$ cat src/rtl/jtframe_joy_serial_tx.sv
// 74HC165-style joystick chain emulator: captures two players' buttons and shifts
// them out MSB-first on oversampled JOY_CLK rises, with JOY_LOAD as parallel load.
module jtframe_joy_serial_tx #(
  parameter int unsigned LEAD_BITS = 1,
  parameter int unsigned TIMEOUT   = 4096
) (
  input  logic        clk_sys,
  input  logic        rst_n,
  input  logic [11:0] joy1_btn,
  input  logic [11:0] joy2_btn,
  input  logic        JOY_CLK,
  input  logic        JOY_LOAD,
  output logic        JOY_DATA,
  output logic        frame_done,
  output logic        restart_err
);

  localparam int unsigned FRAME_BITS = LEAD_BITS + 24;
  localparam int unsigned CNT_W      = $clog2(FRAME_BITS + 1);
  localparam int unsigned TO_W       = $clog2(TIMEOUT + 1);

  typedef enum logic [1:0] {
    ST_IDLE,
    ST_LOADING,
    ST_SHIFT,
    ST_DONE
  } state_t;

  state_t                  state, state_n;
  logic [FRAME_BITS-1:0]   sreg, sreg_n;
  logic [FRAME_BITS-1:0]   frame_word;
  logic [23:0]             w;
  logic [CNT_W-1:0]        bit_cnt, cnt_n;
  logic [TO_W-1:0]         to_cnt, to_n;
  logic                    done_n, err_n;

  logic [2:0]              clk_sr, ld_sr;
  logic                    ld_s, ld_fall, clk_rise;

  // Synchronisers idle high so reset release never creates a phantom edge
  always_ff @(posedge clk_sys) begin
    if (!rst_n) begin
      clk_sr <= '1;
      ld_sr  <= '1;
    end else begin
      clk_sr <= {clk_sr[1:0], JOY_CLK};
      ld_sr  <= {ld_sr[1:0], JOY_LOAD};
    end
  end

  assign ld_s     = ld_sr[1];
  assign ld_fall  = ld_sr[2] & ~ld_sr[1];
  assign clk_rise = clk_sr[1] & ~clk_sr[2];

  assign w = {joy1_btn[8], joy1_btn[6], joy1_btn[5], joy1_btn[4],
              joy1_btn[0], joy1_btn[1], joy1_btn[2], joy1_btn[3],
              joy2_btn[8], joy2_btn[6], joy2_btn[5], joy2_btn[4],
              joy2_btn[0], joy2_btn[1], joy2_btn[2], joy2_btn[3],
              joy2_btn[10], joy2_btn[11], joy2_btn[9], joy2_btn[7],
              joy1_btn[10], joy1_btn[11], joy1_btn[9], joy1_btn[7]};

  // Lead bits sit above the 24 active-low button bits
  always_comb begin
    frame_word       = '1;
    frame_word[23:0] = ~w;
  end

  always_comb begin
    state_n = state;
    sreg_n  = sreg;
    cnt_n   = bit_cnt;
    done_n  = 1'b0;
    err_n   = 1'b0;
    case (state)
      ST_IDLE: begin
        if (!ld_s) begin
          state_n = ST_LOADING;
          sreg_n  = frame_word;
        end
      end
      ST_LOADING: begin
        if (ld_s) begin
          state_n = ST_SHIFT;
          cnt_n   = '0;
        end else begin
          sreg_n = frame_word;
        end
      end
      ST_SHIFT: begin
        // Load has priority over a coincident shift
        if (!ld_s) begin
          state_n = ST_LOADING;
          sreg_n  = frame_word;
          cnt_n   = '0;
          err_n   = ld_fall && (bit_cnt != '0);
        end else if (clk_rise) begin
          sreg_n = {sreg[FRAME_BITS-2:0], 1'b1};
          cnt_n  = bit_cnt + CNT_W'(1);
          if (bit_cnt == CNT_W'(FRAME_BITS - 1)) begin
            state_n = ST_DONE;
            done_n  = 1'b1;
          end
        end else if (to_cnt >= TO_W'(TIMEOUT - 1)) begin
          state_n = ST_IDLE;
          sreg_n  = '1;
        end
      end
      ST_DONE: begin
        if (!ld_s) begin
          state_n = ST_LOADING;
          sreg_n  = frame_word;
        end else if (clk_rise) begin
          sreg_n = {sreg[FRAME_BITS-2:0], 1'b1};
        end
      end
      default: begin
        state_n = ST_IDLE;
        sreg_n  = '1;
      end
    endcase

    if (clk_rise || (state_n != state)) begin
      to_n = '0;
    end else if (to_cnt < TO_W'(TIMEOUT)) begin
      to_n = to_cnt + TO_W'(1);
    end else begin
      to_n = to_cnt;
    end
  end

  always_ff @(posedge clk_sys) begin
    if (!rst_n) begin
      state       <= ST_IDLE;
      sreg        <= '1;
      bit_cnt     <= '0;
      to_cnt      <= '0;
      frame_done  <= 1'b0;
      restart_err <= 1'b0;
    end else begin
      state       <= state_n;
      sreg        <= sreg_n;
      bit_cnt     <= cnt_n;
      to_cnt      <= to_n;
      frame_done  <= done_n;
      restart_err <= err_n;
    end
  end

  assign JOY_DATA = sreg[FRAME_BITS-1];

endmodule
$ cat config.mk
export PLATFORM = sky130hd
export DESIGN_NAME = jtframe_joy_serial_tx
export DESIGN_NICKNAME = d
export VERILOG_FILES = /design/src/rtl/jtframe_joy_serial_tx.sv
export SDC_FILE = /design/constraint.sdc
export NUM_CORES = 1
export LEC_CHECK = 0
export ABC_AREA = 1
export CAP_MARGIN = 15
export CELL_PAD_IN_SITES_DETAIL_PLACEMENT = 0
export CELL_PAD_IN_SITES_GLOBAL_PLACEMENT = 1
export CORE_MARGIN = 2
export CORE_UTILIZATION = 37
export DETAILED_ROUTE_END_ITERATION = 12
export GPL_TIMING_DRIVEN = 0
export PLACE_DENSITY = 0.83
export SETUP_SLACK_MARGIN = 0.3
export SLEW_MARGIN = 5
export SYNTH_ARGS = -nofsm -noshare
export SYNTH_HDL_FRONTEND = slang
export SYNTH_SLANG_ARGS = --single-unit
export TNS_END_PERCENT = 20
$ cat constraint.sdc
create_clock -name clk_sys -period 1.7 [get_ports clk_sys]
set_input_delay 0.34 -clock clk_sys [delete_from_list [all_inputs] [get_ports clk_sys]]
set_output_delay 0.34 -clock clk_sys [all_outputs]
set_load 0.05 [all_outputs]
==> results.sh <==
export IMPL_setup_worst_path_end_class="register"
export IMPL_drv_cap=0
export IMPL_synthTopCellsByArea="dfxtp_1, o21ai_0, o211ai_1"
export IMPL_drt_iter0_drc=89
export IMPL_syn_avg_cell_area_um2=7.66
export IMPL_cp_cell_sequence="buf_6 > ha_4 > nand2_4 > buf_4 > a21oi_1 > nand2_2 > nand2_1 > nand2_2 > nor2_2 > nor2_4 > nand3_4 > buf_16 > nor2_4"
export IMPL_cp_slowest_cell="dfxtp_4"
export IMPL_synth_commonest_cells="dfxtp_1, inv_1, nor2_1"
export IMPL_fill_cells=686
export IMPL_antenna_found_initial=0
export IMPL_setup_ws_ps=-70.2
export IMPL_syn_area_um2=2670
export IMPL_grt_pass1_wl_um=9760
export IMPL_rows=30
export IMPL_cts_sinks=53
export IMPL_worst_pin_slew_ps=494
export IMPL_cts_tree="yes"
export IMPL_overflow=0
export IMPL_finalPower_w=0.00308
export IMPL_yosysTopAreaCell="dfxtp_1"
export IMPL_p_per_area_nw_per_um2=851
export IMPL_finalMaxSlewViolations=0
export IMPL_post_dp_hpwl_um=4030
export IMPL_start_util=0.387
export IMPL_coreArea_um2=6910
export IMPL_yosys_warnings=0
export IMPL_async_flop_share=0
export IMPL_fin_tns_setup_ps=-1210
export IMPL_fin_crit_ps=1770
export IMPL_hold_viol=0
export IMPL_grt_max_degree=16
export IMPL_synth_distinct_cells=35
export IMPL_post_drt_wl_per_cell_um=12.1
export IMPL_clkSlewWorstSetupHoldPaths_ps=90
export IMPL_final_cells=500
export IMPL_synthesis_nets=384
export IMPL_dr_pass1_iters=4
export IMPL_ys_seq_elements=53
export IMPL_cts_htree_levels=2
export IMPL_grt_pass1_vias=2145
export IMPL_fin_util=0.524
export IMPL_cts_buffers=5
export IMPL_cp_data_arrival_time_ps=1980
export IMPL_insertion_delay_ps=310
export IMPL_antenna_cells=0
export IMPL_gp_congestion=0.797
export IMPL_cp_slowest_stage_delay_ps=370
export IMPL_cts_root_buf="clkbuf_8"
export IMPL_die_h_um=89.0
export IMPL_grtUsageTotal=0.158
export IMPL_setup_viol=33
export IMPL_violations="negative setup slack"
export IMPL_rsz0062_at_grt="true"
export IMPL_fmax_ghz=0.565
export IMPL_die_area_um2=7920
export IMPL_multiInputGateArea_um2=1500
export IMPL_timing_worst_setup_path_type="reg2reg"
export IMPL_synth_ff_type="dfxtp_1"
export IMPL_vdd_drop_max_uv=509
export IMPL_p_leak_nw=1.48
export IMPL_vias_per_cell=4.79
export IMPL_worstSetupStartpointType="register"
export IMPL_status="complete, but fails checks"
export IMPL_worstPathMaxFanout=5
export IMPL_synth_edf_count=0
export IMPL_drive_gt1_frac=0.312
export IMPL_syn_to_final_growth_pct=35.3
export IMPL_route_detailed_drc=0
export IMPL_wl_um=6040
export IMPL_portBuffers=30
export IMPL_yosysSeqAreaShare=0.397
export IMPL_seqCellArea_um2=1090
export IMPL_dpl_cell_count=475
export IMPL_fin_nets=438
export IMPL_ios=31
export IMPL_die_w_um=89.0
export IMPL_antenna_left=0
export IMPL_num_vias=2395
export IMPL_yosysMostFrequentCell="dfxtp_1"
export IMPL_relSlewSlack=0.671
export IMPL_hold_class="reg2reg"
export IMPL_max_clock_path_buffers=2
export IMPL_finalClockSkew_ps=4.70
export IMPL_synth_top_cell_area_share=0.397
export IMPL_synthCells=349
export IMPL_worstPathRequired_ps=1910
export IMPL_fin_crit_sh=1.04
[power breakdown]
part           total (W)  switching [W]  leakage (nW)  internal [W]
logic           0.000938       0.000488          1.00      0.000450
registers        0.00144      0.0000614         0.440       0.00138
clock network   0.000703       0.000416        0.0450      0.000287
[area by class of cell]
type	count	area share
Buffer	16	0.0408
Clock buffer	6	0.0201
Clock inverter	2	0.00277
Inverter	52	0.0560
Multi-Input combinational cell	228	0.415
Sequential cell	53	0.300
Tap cell	96	0.0332
Timing Repair Buffer	47	0.132
[cell usage in the layout (no fill, tap or decap), types with 2 or more instances in the layout]
| master | instances |
|---|---|
| ha_1 | 3 |
| clkdlybuf4s15_2 | 2 |
| dfxtp_1 | 41 |
| clkbuf_2 | 2 |
| nor2_1 | 36 |
| clkbuf_1 | 4 |
| buf_2 | 3 |
| clkbuf_8 | 6 |
| buf_8 | 3 |
| nor2_2 | 13 |
| nand3_2 | 5 |
| nand2_1 | 29 |
| o21ai_1 | 4 |
| xnor2_1 | 6 |
| a21oi_1 | 6 |
| nor3_1 | 4 |
| buf_6 | 4 |
| nand2_2 | 8 |
| buf_4 | 15 |
| dfxtp_4 | 4 |
| nand3_1 | 4 |
| ha_4 | 3 |
| dfxtp_2 | 8 |
| or2_2 | 5 |
| o21ai_2 | 15 |
| xor2_1 | 5 |
| inv_2 | 9 |
| o21ai_0 | 32 |
| clkdlybuf4s50_1 | 27 |
| clkinv_2 | 2 |
| nor2_4 | 5 |
| inv_1 | 40 |
| o211ai_1 | 24 |
| nand4_1 | 7 |
[timing repair]
action / CTS / global route
pin swaps: 8 / 6
endpoints found under the setup margin: 48 / 48
hold buffers: 0 / 0
cloned: 3 / 0
gates resized for setup: 60 / 15
setup buffers: 11 / 3
[final timing paths]
path / slack, ps / startpoint / depth (start not counted) / endpoint
worst max-delay path: -70 / state[1] / 13 / to_cnt[10]
worst min-delay path: 420 / clk_sr[0] / 1 / clk_sr[1]
worst max register to register: -70 / state[1] / 13 / to_cnt[10]
worst min register to register: 420 / clk_sr[0] / 1 / clk_sr[1]
[state kept, by name, indices dropped and copies added, names as in the netlist]
name and flops:
restart_err 1, frame_done 1, ld_sr 3, state 2, to_cnt 13, bit_cnt 5
sreg 25, clk_sr 3
[critical path: cells and delay by family (launching register included)]
kind | cells | cell delay [ps]
AND/OR/NAND/NOR | 8 | 590
buffers and inverters | 3 | 390
AO/OA/AOI/OAI | 1 | 160
adder cells (fa/ha/maj) | 1 | 150
flip-flops | 1 | 370
[layer usage]
layer	track usage	share of wire	up-vias
met5	0	0	-
met4	0.0583	0.018	0
met3	0.0323	0.035	10
met2	0.267	0.46	46
met1	0.199	0.49	1083
li1	-	-	1256
[per-stage QoR]
| stage | cell area [µm²] | hold WS [ps] | setup WS, ps |
|---|---|---|---|
| 3_3_place_gp | 3180 | 404 | -259 |
| 5_1_grt | 3620 | 447 | -168 |
| 6_report | 3620 | 424 | -70.2 |
| 2_1_floorplan | 2760 | 393 | 160 |
| 4_1_cts | 3560 | 428 | -18.5 |
| 3_5_place_dp | 3180 | 404 | -266 |
[logic make-up after synthesis]
family,after synthesis,share of synthesized area
AOI/OAI and AO/OA,87,0.191
xor gates and xnor gates,11,0.0360
DFF,53,0.397
and+or+nand+nor,122,0.227
buffers and inverters,68,0.113
muxes,1,0.00375
adders and majority gates,7,0.0328
No activity file was read; power rests on OpenSTA's default activity.
